`config.mk`:
```
export PLATFORM = sky130hd
export DESIGN_NAME = spi_shader_loader
export DESIGN_NICKNAME = d
export VERILOG_FILES = /design/src/rtl/spi_shader_loader.sv
export SDC_FILE = /design/constraint.sdc
export NUM_CORES = 1
export LEC_CHECK = 0
export BUFFER_PORTS_ARGS = -buffer_cell sky130_fd_sc_hd__buf_4
export CAP_MARGIN = 15
export CORE_UTILIZATION = 40
export CTS_BUF_LIST = sky130_fd_sc_hd__clkbuf_4
export DETAILED_ROUTE_END_ITERATION = 6
export SLEW_MARGIN = 15
export SYNTH_ARGS = -nofsm -noshare
export SYNTH_HDL_FRONTEND = slang
export SYNTH_SLANG_ARGS = --single-unit
```
`constraint.sdc`:
```
create_clock -name clk_i -period 2.5 [get_ports clk_i]
set_input_delay 0.125 -clock clk_i [delete_from_list [all_inputs] [get_ports clk_i]]
set_output_delay 0.125 -clock clk_i [all_outputs]
set_load 0.005 [all_outputs]
```
`src/rtl/spi_shader_loader.sv`:
```
// SPI mode-1 host that streams a NUM_BYTES burst from a valid/ready byte stream to the shader
// receiver, capturing MISO in parallel for read-back.
module spi_shader_loader #(
    parameter int unsigned CLK_DIV   = 4,
    parameter int unsigned NUM_BYTES = 16
) (
    input  logic       clk_i,
    input  logic       rst_ni,
    input  logic       start_i,
    input  logic [7:0] byte_i,
    input  logic       byte_valid_i,
    output logic       byte_ready_o,
    output logic       busy_o,
    output logic       done_o,
    output logic [7:0] rx_byte_o,
    output logic       rx_valid_o,
    output logic       spi_sclk_o,
    output logic       spi_mosi_o,
    input  logic       spi_miso_i,
    output logic       spi_cs_o
);

    localparam int unsigned     CntW     = $clog2(NUM_BYTES + 1);
    localparam logic [7:0]      DivLast  = 8'(CLK_DIV - 1);
    localparam logic [CntW-1:0] ByteLast = CntW'(NUM_BYTES - 1);

    typedef enum logic [2:0] {StIdle, StSetup, StLoad, StShift, StHold, StGap} state_e;

    state_e          state_q, state_d;
    logic [7:0]      div_q, div_d;
    logic [2:0]      bit_q, bit_d;
    logic [CntW-1:0] cnt_q, cnt_d;
    logic [7:0]      tx_q, tx_d;
    logic [7:0]      rx_sh_q, rx_sh_d;
    logic [7:0]      rx_byte_q, rx_byte_d;
    logic            cs_q, cs_d;
    logic            sclk_q, sclk_d;
    logic            mosi_q, mosi_d;
    logic            ready_q, ready_d;
    logic            busy_q, busy_d;
    logic            done_q, done_d;
    logic            rx_valid_q, rx_valid_d;
    logic            div_end;

    always_comb begin
        state_d    = state_q;
        bit_d      = bit_q;
        cnt_d      = cnt_q;
        tx_d       = tx_q;
        rx_sh_d    = rx_sh_q;
        rx_byte_d  = rx_byte_q;
        cs_d       = cs_q;
        sclk_d     = sclk_q;
        mosi_d     = mosi_q;
        ready_d    = ready_q;
        done_d     = 1'b0;
        rx_valid_d = 1'b0;
        div_end    = (div_q == DivLast);
        div_d      = div_end ? 8'd0 : div_q + 8'd1;

        case (state_q)
            StIdle: begin
                if (start_i) begin
                    state_d = StSetup;
                    cs_d    = 1'b0;
                end
            end
            StSetup: begin
                if (div_end) begin
                    state_d = StLoad;
                    ready_d = 1'b1;
                end
            end
            StLoad: begin
                if (byte_valid_i && ready_q) begin
                    state_d = StShift;
                    ready_d = 1'b0;
                    sclk_d  = 1'b1;
                    mosi_d  = byte_i[7];
                    tx_d    = {byte_i[6:0], 1'b0};
                    bit_d   = 3'd0;
                end
            end
            StShift: begin
                // sclk_q doubles as the phase flag: high phase ends in a fall, low phase in a rise
                if (div_end) begin
                    if (sclk_q) begin
                        sclk_d  = 1'b0;
                        rx_sh_d = {rx_sh_q[6:0], spi_miso_i};
                    end else if (bit_q != 3'd7) begin
                        sclk_d = 1'b1;
                        mosi_d = tx_q[7];
                        tx_d   = {tx_q[6:0], 1'b0};
                        bit_d  = bit_q + 3'd1;
                    end else begin
                        rx_byte_d  = rx_sh_q;
                        rx_valid_d = 1'b1;
                        cnt_d      = cnt_q + CntW'(1);
                        if (cnt_q == ByteLast) begin
                            state_d = StHold;
                        end else begin
                            state_d = StLoad;
                            ready_d = 1'b1;
                        end
                    end
                end
            end
            StHold: begin
                if (div_end) begin
                    state_d = StGap;
                    cs_d    = 1'b1;
                    done_d  = 1'b1;
                end
            end
            StGap: begin
                if (div_end) begin
                    state_d = StIdle;
                    mosi_d  = 1'b0;
                    cnt_d   = '0;
                end
            end
            default: state_d = StIdle;
        endcase

        if (state_d != state_q) begin
            div_d = 8'd0;
        end
        busy_d = (state_d != StIdle);
    end

    always_ff @(posedge clk_i or negedge rst_ni) begin
        if (!rst_ni) begin
            state_q    <= StIdle;
            div_q      <= 8'd0;
            bit_q      <= 3'd0;
            cnt_q      <= '0;
            tx_q       <= 8'd0;
            rx_sh_q    <= 8'd0;
            rx_byte_q  <= 8'd0;
            cs_q       <= 1'b1;
            sclk_q     <= 1'b0;
            mosi_q     <= 1'b0;
            ready_q    <= 1'b0;
            busy_q     <= 1'b0;
            done_q     <= 1'b0;
            rx_valid_q <= 1'b0;
        end else begin
            state_q    <= state_d;
            div_q      <= div_d;
            bit_q      <= bit_d;
            cnt_q      <= cnt_d;
            tx_q       <= tx_d;
            rx_sh_q    <= rx_sh_d;
            rx_byte_q  <= rx_byte_d;
            cs_q       <= cs_d;
            sclk_q     <= sclk_d;
            mosi_q     <= mosi_d;
            ready_q    <= ready_d;
            busy_q     <= busy_d;
            done_q     <= done_d;
            rx_valid_q <= rx_valid_d;
        end
    end

    assign byte_ready_o = ready_q;
    assign busy_o       = busy_q;
    assign done_o       = done_q;
    assign rx_byte_o    = rx_byte_q;
    assign rx_valid_o   = rx_valid_q;
    assign spi_sclk_o   = sclk_q;
    assign spi_mosi_o   = mosi_q;
    assign spi_cs_o     = cs_q;

endmodule

```
==> results of run 1 <==
## through the flow
stage                     power, mW  hold WS (ns)  cells
after floorplan               0.814        -0.171    213
after global placement        0.845         0.192    311
after detailed placement      0.845         0.184    311
after CTS                      1.31        0.0376    322
after global routing           1.35        0.0447    322
final                          1.29        0.0373    322
## registers in the layout, indices dropped and copies added, names as in the netlist
signal	count
spi_sclk_o	1
busy_o	1
rx_byte_o	8
byte_ready_o	1
div_q	8
done_o	1
rx_valid_o	1
spi_cs_o	1
cnt_q	5
rx_sh_q	8
bit_q	3
state_q	3
tx_q	7
spi_mosi_o	1
## worst paths after layout
kind / startpoint / endpoint / depth (start not counted)
setup / recovery: div_q[0] / cnt_q[2] / 7
min in group asynchronous: rst_ni / rx_valid_o / 2
hold / removal: byte_i[4] / tx_q[5] / 3
setup reg to reg: div_q[0] / cnt_q[2] / 7
hold reg to reg: cnt_q[3] / cnt_q[3] / 1
max in group asynchronous: rst_ni / tx_q[5] / 2
## layer usage
metal  vias up  share of wire  global-route usage
met3         4          0.028              0.0247
li1        815              -                   -
met5         -              0                   0
met1       789           0.49               0.236
met2        23           0.47               0.248
met4         0          0.014              0.0679
## power breakdown
group / leakage (nW) / switching (mW) / internal (mW) / total, mW
Sequential: 0.648 / 0.000572 / 0.793 / 0.794
Combinational: 0.674 / 0.0199 / 0.0177 / 0.0376
Clock: 0.0433 / 0.244 / 0.219 / 0.463
## worst reg2reg max path, delay by kind of cell, from the launching register on
family | cells | cell delay, ns
and+or+nand+nor | 3 | 0.94
DFF | 1 | 0.41
AOI/OAI and AO/OA | 2 | 0.28
adders and majority gates | 1 | 0.23
buffers and inverters | 1 | 0.19
## synth_stat cells, types with 4 or more instances
cell type | instances | area share
sky130_fd_sc_hd__ha_1 | 7 | 0.038
sky130_fd_sc_hd__a21oi_1 | 4 | 0.0087
sky130_fd_sc_hd__nand2_1 | 26 | 0.043
sky130_fd_sc_hd__mux2i_1 | 7 | 0.031
sky130_fd_sc_hd__nand3_1 | 9 | 0.020
sky130_fd_sc_hd__xor2_1 | 5 | 0.019
sky130_fd_sc_hd__o21ai_0 | 16 | 0.035
sky130_fd_sc_hd__inv_1 | 7 | 0.011
sky130_fd_sc_hd__clkbuf_1 | 7 | 0.011
sky130_fd_sc_hd__dfrtp_1 | 48 | 0.52
sky130_fd_sc_hd__mux2_2 | 15 | 0.074
sky130_fd_sc_hd__nor2_1 | 17 | 0.028
sky130_fd_sc_hd__and3_1 | 5 | 0.014
## cells in the final DEF (no fill, tap or decap), types with 2 or more instances in the layout
| master | count |
|---|---|
| sky130_fd_sc_hd__nand4b_1 | 2 |
| sky130_fd_sc_hd__and3_1 | 5 |
| sky130_fd_sc_hd__nor2_1 | 17 |
| sky130_fd_sc_hd__dfrtp_1 | 48 |
| sky130_fd_sc_hd__nand3_1 | 9 |
| sky130_fd_sc_hd__inv_1 | 7 |
| sky130_fd_sc_hd__or3_1 | 2 |
| sky130_fd_sc_hd__xor2_1 | 5 |
| sky130_fd_sc_hd__buf_4 | 35 |
| sky130_fd_sc_hd__mux2_2 | 15 |
| sky130_fd_sc_hd__ha_1 | 7 |
| sky130_fd_sc_hd__o21ai_0 | 16 |
| sky130_fd_sc_hd__nor4_1 | 2 |
| sky130_fd_sc_hd__nand3b_1 | 2 |
| sky130_fd_sc_hd__clkbuf_4 | 6 |
| sky130_fd_sc_hd__nand2b_1 | 3 |
| sky130_fd_sc_hd__nor3_1 | 3 |
| sky130_fd_sc_hd__dlygate4sd3_1 | 3 |
| sky130_fd_sc_hd__nand2_1 | 26 |
| sky130_fd_sc_hd__xnor2_1 | 2 |
| sky130_fd_sc_hd__o31ai_1 | 3 |
| sky130_fd_sc_hd__a21oi_1 | 4 |
| sky130_fd_sc_hd__mux2i_1 | 7 |
## cell type report
type / instances / area [µm²] / share of cell area
Sequential cell: 49 / 1230 / 0.452
Multi-Input combinational cell: 148 / 1000 / 0.368
Timing Repair Buffer: 38 / 293 / 0.108
Tap cell: 72 / 90.1 / 0.0332
Clock buffer: 6 / 45.0 / 0.0166
Clock inverter: 2 / 33.8 / 0.0124
Inverter: 7 / 26.3 / 0.00968
## kinds of logic (layout without fill, tap and decap cells)
group           after synthesis  in the layout  share of synthesized area
fa+ha+maj                     7              7                     0.0382
simple gates                 78             78                      0.172
mux                          23             23                      0.109
compound gates               33             33                     0.0907
flops                        49             49                      0.536
buf+inv                      16             53                     0.0273
xor+xnor                      7              7                     0.0268
## timing repair
item / CTS / global route
setup buffers: 0 / 0
endpoints found under the hold margin: 50 / 0
endpoints found under the setup margin: 0 / 0
hold buffers: 3 / 0
==> results by stage, run 1 <==
Outcome:
- The run finished with clean final reports.

GRT:
- The total overflow left after global routing is 0.
- The maximum number of pins on one net before global-route repair is 50.
- Across every metal layer, demand over resource in global routing totals 0.164.
- The number of antenna violations at the first check in global routing was 0.
- The number of global-route vias before repair is 1605.
- The global-route wire length before repair is 7.74 mm.

Yosys:
- The number of enable flip-flop cells after synthesis is 0.
- The count of cell types in the netlist is 41.
- The area of the mapped netlist is 2290 µm².
- The share of the Yosys chip area taken by registers is 0.536.
- Counting every instance in the synthesized netlist gives 213.
- The proportion of register bits with asynchronous set or reset after synthesis is 1.00.
- The number of flip-flops and latches in the synthesized netlist is 49.
- The number of nets in the synthesized netlist is 233.
- The dominant synthesized flop cell is sky130_fd_sc_hd__dfrtp_1.
- The mean cell area of the mapped netlist is 10.7 µm².
- The total of warnings raised by yosys is 0.

STA:
- The final number of max-transition violations is 0.
- Setup repair after global routing left no endpoint under its margin.
- The maximum frequency from static timing analysis is 463 MHz.
- Setup violations remaining at the end of the flow were counted as 0.
- The maximum clock skew at final layout is 0.0111 ns.
- At the pin with the least slew margin, the transition time is 0.599 ns.
- Setup slack closes at 0.338 ns.
- The headroom to the max-slew limit is 0.601.
- The setup TNS is 0 ns.
- The final number of hold-violating endpoints is 0.
- The ratio of final minimum period to clock period is 0.865.
- The minimum period implied by the final worst setup slack is 2.16 ns.

Final layout:
- The number of fill cells in the layout is 524.
- In the final design database the tool counted 269 nets.
- The area overhead of the layout relative to synthesis is 18.6%.
- At the end of the flow the core is filled with cells to 0.493.
- In the final layout, the share of cells above drive strength 1 is 0.248.
- 0 antenna diodes ended up in the layout.
- Once layout is done, the placed cells without fillers occupy 2720 µm².

Worst setup path:
- STA classifies the critical path endpoint as a register.
- The critical path goes through ha_1 -> or3b_2 -> nor2_1 -> buf_4 -> nand2_1 -> o21ai_0 -> o21ai_0.
- The worst setup path is launched from a register.
- At the worst endpoint, the arrival time is 2.42 ns.
- The required time of the critical path is 2.75 ns.
- The cell that appears most often on the critical path is sky130_fd_sc_hd__o21ai_0.
- Together, buffers and inverters on the worst path number 1.
- The category of the critical setup timing path is reg2reg.
- Among all stages on the critical path, the largest delay is contributed by sky130_fd_sc_hd__or3b_2.
- Of all nets on the critical path, the largest fanout is 7.
- Broken down by cell family, the worst path's largest delay share belongs to simple AND/OR/NAND/NOR gates.
- The worst register-to-register path has a setup slack of 0.34 ns.
- On the worst path, the slowest cell contributes a delay of 0.54 ns.

Drt:
- The first routing iteration left 122 violations.
- The number of detailed-route iterations in the first pass is 4.
- Using the TritonRoute via totals, the vias-per-cell ratio works out to 5.07.
- The overall via count from detail_route is 1631.
- The final layout contains routed wiring with a total length of 4.39 mm.
- In this run the remaining antenna-violating nets after routing total 0.
- In the routed design, unresolved DRC markers number 0.
- The final routed wire length divided by cell count is 13.6 µm.

Floorplan:
- The die footprint is 6030 µm².
- The die span in y is 77.7 µm.
- The die span in x is 77.7 µm.
- The placeable core area is 5510 µm².
- The number of placed I/O pins is 28.
- The floorplan has 27 rows.
- For this configuration, the core starts out at a cell density of 0.416.

Place:
- The HPWL after detailed placement is 3.14 mm.
- Port buffering added 27 buffers.
- The final weighted congestion in routability-driven placement is 0.777.
- The cell area reported after detailed placement is 2610 µm².
- The minimum setup slack after placement is 0.367 ns.

Clocking:
- TritonCTS built the clock tree.
- The CTS buffer count is 5.
- The count of cells resized by post-cts repair is 0.
- The H-tree depth is 2.
- The buffer depth of the longest clock path is 2.
- After clock tree synthesis, the clock-pin slew on the worst setup and hold paths is 0.13 ns.
- Clock tree synthesis found a total of 49 sinks.
- The root buffer selected by CTS is sky130_fd_sc_hd__clkbuf_4.
- The source-to-sink clock delay at the later pin of the worst-skew pair is 0.37 ns.

Min path:
- The worst hold path belongs to the class in2reg.

Power and ir drop:
- VDD sags by at most 0.000221 V.
- For this design the ratio of total power to cell area is 477 nW/µm².
- The analysis attributes to cell leakage a power of 1.37 nW.

Run:
- The number of max-cap violations is 0.
Note: power is estimated with default switching activity, not from simulation.
==> run 2: changes to the inputs <==
--- a/config.mk
+++ b/config.mk
@@ -7,9 +7,11 @@
 export LEC_CHECK = 0
 export BUFFER_PORTS_ARGS = -buffer_cell sky130_fd_sc_hd__buf_4
 export CAP_MARGIN = 15
-export CORE_UTILIZATION = 40
+export CORE_UTILIZATION = 60
 export CTS_BUF_LIST = sky130_fd_sc_hd__clkbuf_4
 export DETAILED_ROUTE_END_ITERATION = 6
+export HOLD_SLACK_MARGIN = 0.1
+export PLACE_DENSITY = 0.82
 export SLEW_MARGIN = 15
 export SYNTH_ARGS = -nofsm -noshare
 export SYNTH_HDL_FRONTEND = slang
==> run 2 against run 1 <==
Compared with the run above: setup slack improved by 0.039 ns; global-route usage rose by 9.1 points; flip-flop and latch count is the same; sequential share of layout area down 0.15 points; clock-buffer cell count unchanged; critical path type unchanged; highest routed layer unchanged.
==> results by stage, run 2 (synthesis results as in run 1) <==
Outcome:
- The run finished with clean final reports.

Final layout:
- Relative to the synthesized area, the layout overhead comes to 19.0%.
- The share of cells above drive strength 1 is 0.242.
- The post-layout instance count excluding filler cells is 304.
- The most common cell after layout, fill and taps aside is sky130_fd_sc_hd__dfrtp_1.
- The number of antenna diodes in the final layout is 0.
- The filler cells instantiated in the layout total 245.
- The net total in the final layout is 275.
- With fillers left out, the area of the finished cells amounts to 2720 µm².
- Leaving out fill and tap cells, the most frequent cells in the layout are 48 x sky130_fd_sc_hd__dfrtp_1, 34 x sky130_fd_sc_hd__buf_4, 26 x sky130_fd_sc_hd__nand2_1, 17 x sky130_fd_sc_hd__nor2_1, 16 x sky130_fd_sc_hd__o21ai_0.

Worst setup path:
- The category of the critical setup timing path is reg2reg.
- The arrival time of the worst setup path is 2.38 ns.
- For flop-to-flop paths, the worst setup slack is 0.38 ns.
- The type of element launching the critical path is a register.
- Counting cells, the worst reg-to-reg path comes to 7.
- The worst setup path is captured at a register.
- The required time of the critical path is 2.76 ns.
- The beginning of the worst register-to-register path is div_q[0].
- The end of the worst register-to-register path is div_q[5].
- The maximum fanout encountered on the critical timing path is 9.

Drt:
- The wire length reported by the detailed router is 4.48 mm.
- The final routed wire length divided by cell count is 14.8 µm.
- After detailed routing, the number of vias per cell comes to 5.45.
- The overall via count from detail_route is 1656.
- In this run, the number of DRC markers left after iteration 0 of detailed routing was 63.
- The count of nets left with antenna violations after detail routing is 0.
- The number of design rule violations left after detail routing is 0.
- The first TritonRoute pass finished after 4 iterations.

Clocking:
- In this run the number of H-tree levels came out at 2.
- The clock passes through at most 2 buffers.
- The clock sink total is 49.
- The clock-pin slew of the registers on the worst-case setup and hold paths is 0.13 ns.
- The later pin in the worst-skew pair is clocked with a latency of 0.36 ns.
- Once the clock tree was built, the resizer swapped 0 gates to a different size.
- The CTS buffer count is 5.
- TritonCTS built the clock tree.
- The root buffer selected by CTS is sky130_fd_sc_hd__clkbuf_4.

GRT:
- The layer flagged by global routing as most heavily used is met2.
- The number of antenna violations at the first check in global routing is 0.
- The maximum number of pins on one net before global-route repair is 50.
- The met2 track utilization from global routing is 0.419.
- The number of global-route vias before repair is 1683.
- For met3 alone, demand over resource in global routing was 0.0625.
- In the global route stage, overall resource usage came out at 0.256.
- The first global-routing pass estimated 7.82 mm of wire.
- The overflow left after global routing is 0.
- The routing usage on met1 is 0.327.

STA:
- After routing, the total negative slack on setup checks comes to 0 ns.
- The final number of hold-violating endpoints is 0.
- The maximum frequency from static timing analysis is 471 MHz.
- The final number of max-transition violations is 0.
- The setup slack after layout is 0.377 ns.
- The measured slew at the worst slew-check pin is 0.596 ns.
- The clock arrives with 0.0109 ns of skew.
- The minimum period implied by the final worst setup slack is 2.12 ns.
- Setup repair after global routing left no endpoint under its margin.
- The ratio of final minimum period to clock period is 0.849.
- The headroom to the max-slew limit is 0.603.
- The setup-violating endpoint count in the final report is 0.

Place:
- The cell count after placement is 286.
- OpenSTA, run right after detailed placement, puts the worst setup slack at 0.406 ns.
- In this run the tool buffered the top-level ports with 27 buffer cells.
- Detailed placement ended at an HPWL of 3.08 mm.
- In this run the cell area measured after placement is 2570 µm².
- Routability-driven placement finished with a final weighted congestion of 0.809.

Floorplan:
- The initial utilization of the core area, before any placement, comes to 0.625.
- The die span in x is 63.8 µm.
- The number of placed I/O pins is 28.
- In this run the vertical extent of the chip is 63.8 µm.
- The floorplan has 22 rows.
- The die footprint is 4070 µm².
- The placeable core area is 3660 µm².

Min path:
- The worst min-delay path category is in2reg.
- The start point of the worst min-delay path is byte_i[7].
- The hold path endpoint is spi_mosi_o.
- The worst hold path cell count is 4.

Power and ir drop:
- The static power due to leakage is 1.38 nW.
- After layout, the design draws a total of 1.20 mW.
- Dividing total power by cell area gives a power density of 440 nW/µm².
- The worst IR drop on VDD is 0.000413 V.

Run:
- Max-cap violations in this run came to 0.
run 2: changes by cell type in the layout (fill, tap and decap cells not counted), sizes merged:
cell / change
clkinv: +1
dlygate4sd3: +7
bufinv: -1
buf: -1
run 2: critical path, cell delays in order (launching register included):
cell and delay [ns]:
sky130_fd_sc_hd__dfrtp_1 0.41, sky130_fd_sc_hd__ha_1 0.23, sky130_fd_sc_hd__or3b_2 0.54, sky130_fd_sc_hd__nor4_4 0.26, sky130_fd_sc_hd__buf_4 0.22, sky130_fd_sc_hd__nand2_1 0.10
sky130_fd_sc_hd__nand3_1 0.18, sky130_fd_sc_hd__nor2_1 0.08
run 2: repair_timing:
action / 4_1_cts / 5_1_grt
hold endpoints to repair: 57 / 0
buffers inserted: 0 / 0
hold buffers: 10 / 0
run 2: where the power goes:
group	switching, mW	internal [mW]
Clock	0.237	0.118
Combinational	0.0229	0.0250
Sequential	0.000561	0.793
Total	0.261	0.937
run 2: worst max path at each step:
stage	start	endpoint	slack [ns]	depth (start not counted)
4_1_cts	div_q[5]	rx_byte_o[4]	0.38	4
6_report	div_q[0]	div_q[5]	0.38	7
3_3_place_gp	div_q[0]	busy_o	0.44	5
3_5_place_dp	div_q[5]	rx_byte_o[4]	0.41	4
5_1_grt	div_q[0]	cnt_q[2]	0.23	7
2_1_floorplan	div_q[0]	rx_byte_o[0]	0.36	5
run 2: final cells by class:
cell class	count	area, µm²	area share
timing repair buffer	44	355	0.130
clock buffer	6	45.0	0.0165
tap	48	60.1	0.0220
clock inverter	2	10.0	0.00367
multi-input combinational	148	1000	0.367
sequential	49	1230	0.451
inverter	7	26.3	0.00965
run 2: routing by layer:
| metal | part of all wire | wire length (µm) |
|---|---|---|
| met5 | 0 | 0 |
| met4 | 0.016 | 71 |
| met3 | 0.037 | 164 |
| met2 | 0.49 | 2180 |
| met1 | 0.46 | 2070 |
run 2: metrics by stage:
| step | utilization | hold WS [ns] |
|---|---|---|
| floorplan | - | -0.171 |
| global placement | 0.702 | 0.175 |
| detailed placement | 0.702 | 0.172 |
| CTS | 0.744 | 0.126 |
| global route | 0.744 | 0.173 |
| finish | 0.744 | 0.152 |
==> run 3: changes to the inputs <==
==> constraint.sdc (replaced) <==
create_clock -name clk_i -period 2.2 [get_ports clk_i]
set_input_delay 0.11 -clock clk_i [delete_from_list [all_inputs] [get_ports clk_i]]
set_output_delay 0.11 -clock clk_i [all_outputs]
set_load 0.005 [all_outputs]
==> run 3 against run 2 <==
Compared with the run above: maximum frequency down 1.3%; cell count up 0.99%; clock skew up 0.0035 ns; clock-buffer cell count down 1; combinational power up 11%; sequential share of layout area down 0.63 points; clock power up 15%; die area unchanged; highest routed layer unchanged.
==> results by stage, run 3 (synthesis results as in run 1) <==
Place:
- The number of port buffers is 27.
- The HPWL after detailed placement is 3.06 mm.
- Routability-driven placement finished with a final weighted congestion of 0.849.
- After detailed placement, the total cell area comes to 2580 µm².
- Before CTS, the worst setup slack after placement is 0.0802 ns.

Floorplan:
- The die span in y is 63.8 µm.
- The initial utilization of the core area, before any placement, comes to 0.625.
- Measured along the x axis, the die boundary spans 63.8 µm.
- The floorplan has 22 rows.
- The placeable core area is 3660 µm².
- The die covers 4070 µm².
- In this run the count of I/O pins placed on the die edge is 28.

Drt:
- After detailed routing, the number of vias per cell comes to 5.57.
- The routed layout has 1711 vias.
- The final routed wire length divided by cell count is 14.6 µm.
- The number of DRC markers in iteration 0 is 76.
- The first detailed-routing pass ran for 4 iterations.
- The number of design rule violations left after detail routing is 0.
- The count of nets left with antenna violations once routing finished came out at 0.
- The wire length reported by the detailed router is 4.47 mm.

Clocking:
- The H-tree depth is 2.
- The clock-pin slew of the registers on the worst-case setup and hold paths is 0.15 ns.
- CTS saw 49 sinks.
- The clock tree from TritonCTS is yes.
- The root buffer selected by CTS is sky130_fd_sc_hd__clkbuf_4.
- In this run the deepest clock path goes through 2 buffers.
- The source-to-sink clock delay at the later pin of the worst-skew pair is 0.35 ns.
- The CTS buffer count is 5.

Final layout:
- In the final layout, the share of cells above drive strength 1 is 0.259.
- The number of fill cells in the layout is 254.
- The most common cell after layout, fill and taps aside is sky130_fd_sc_hd__dfrtp_1.
- The post-route cell area is 2760 µm².
- The net total in the final layout is 278.
- The top cell types in the final layout, fill and taps aside, are 48 x sky130_fd_sc_hd__dfrtp_1, 37 x sky130_fd_sc_hd__buf_4, 25 x sky130_fd_sc_hd__nand2_1, 17 x sky130_fd_sc_hd__nor2_1, 15 x sky130_fd_sc_hd__mux2_2.
- The area overhead of the layout relative to synthesis is 20.7%.
- The number of antenna diodes in the final layout is 0.

Worst setup path:
- Walking the worst path, the cells encountered are or4_1 -> nor3_1 -> nand2_1 -> mux2_2.
- The worst setup path is captured at a register.
- The critical path is of the reg2reg type.
- The required time of the critical path is 2.46 ns.
- For this run, the slowest stage of the critical path takes 0.70 ns.
- The type of element launching the critical path is a register.
- The maximum fanout encountered on the critical timing path is 8.
- Data on the critical path arrives at its endpoint at 2.41 ns.
- The largest individual stage delay along the critical path comes from the cell sky130_fd_sc_hd__or4_1.

STA:
- The final number of hold-violating endpoints is 0.
- For the pin with the worst max-slew slack, the measured transition is 0.590 ns.
- The minimum period implied by the final worst setup slack is 2.15 ns.
- For the final database, setup skew stands at 0.0144 ns.
- The ratio of final minimum period to clock period is 0.978.
- The final number of max-transition violations came to 0.
- Setup violations remaining at the end of the flow were counted as 0.
- The headroom to the max-slew limit is 0.607.
- After layout, the worst setup slack is 0.0494 ns.
- For this run, the top clock speed supported by timing is 465 MHz.

GRT:
- The first global-routing pass estimated 7.50 mm of wire.
- The number of global-route vias before repair was 1671.
- The overflow left after global routing is 0.
- The maximum number of pins on one net before global-route repair is 50.
- The number of antenna violations at the first check in global routing was 0.
- The total global routing track utilization is 0.242.

Run:
- The tool flagged a number of max-cap violations equal to 0.

Power and ir drop:
- The worst-case IR drop observed on VDD is 0.000473 V.
- For this design the static power due to leakage is 1.40 nW.
- The total power per unit cell area is 494 nW/µm².
- The overall power of the completed layout is 1.36 mW.

Min path:
- The tightest min-delay check is of the in2reg type.

Outcome:
- The flow ran to the end, and the final reports show no timing, DRC or antenna violations.
## run 3: changes by cell type in the layout (fill, tap and decap cells not counted), sizes merged
cell    previous run  this run
inv                7         8
clkbuf             6         5
buf               34        37
## run 3: cell type report
type                    count  area (µm²)  share of cell area
multi-input cells         148        1010               0.366
inverters                   7        26.3             0.00951
clock inverters             3        21.3             0.00770
flip-flops and latches     49        1230               0.444
well taps                  48        60.1              0.0217
repair buffers             47         378               0.137
clock buffers               5        37.5              0.0136
## run 3: worst max-delay path: cells and delay by family, from the launching register on
family	cells	cell delay, ns
flops	1	0.45
mux	1	0.35
simple gates	3	1.26
## run 3: metrics by stage
step                      TNS, ns   util  std cells  hold slack [ns]
after floorplan                 0      -        213           -0.186
after global placement          0  0.706        288            0.158
after detailed placement        0  0.706        288            0.158
after CTS                       0  0.749        306            0.145
after global routing       -0.393  0.755        307            0.132
final                           0  0.755        307            0.152
## run 3: final timing paths
kind,slack (ns),end,cells after the start,from
worst max register to register,0.05,rx_sh_q[1],4,div_q[5]
max in group asynchronous,1.51,rx_valid_o,2,rst_ni
worst min-delay path,0.15,spi_mosi_o,4,byte_i[7]
min in group asynchronous,0.29,done_o,2,rst_ni
worst max-delay path,0.05,rx_sh_q[1],4,div_q[5]
worst min register to register,0.50,tx_q[5],2,tx_q[5]
## run 3: timing repair
item / 4_1_cts / 5_1_grt
setup endpoints to repair: 0 / 8
resized for setup: 0 / 5
hold endpoints to repair: 57 / 0
setup buffers: 0 / 1
hold buffers: 10 / 0
## run 3: power breakdown
part / total, mW / switching [mW] / internal [mW]
logic: 0.0533 / 0.0250 / 0.0283
clock network: 0.409 / 0.281 / 0.128
registers: 0.902 / 0.000637 / 0.902
total: 1.36 / 0.307 / 1.06
## run 3: per-layer routing
| metal | global-route usage | up-vias | part of all wire |
|---|---|---|---|
| li1 | - | 839 | - |
| met1 | 0.319 | 826 | 0.46 |
| met2 | 0.383 | 44 | 0.49 |
| met3 | 0.0732 | 2 | 0.038 |
| met4 | 0.0795 | 0 | 0.0060 |
| met5 | 0 | - | 0 |
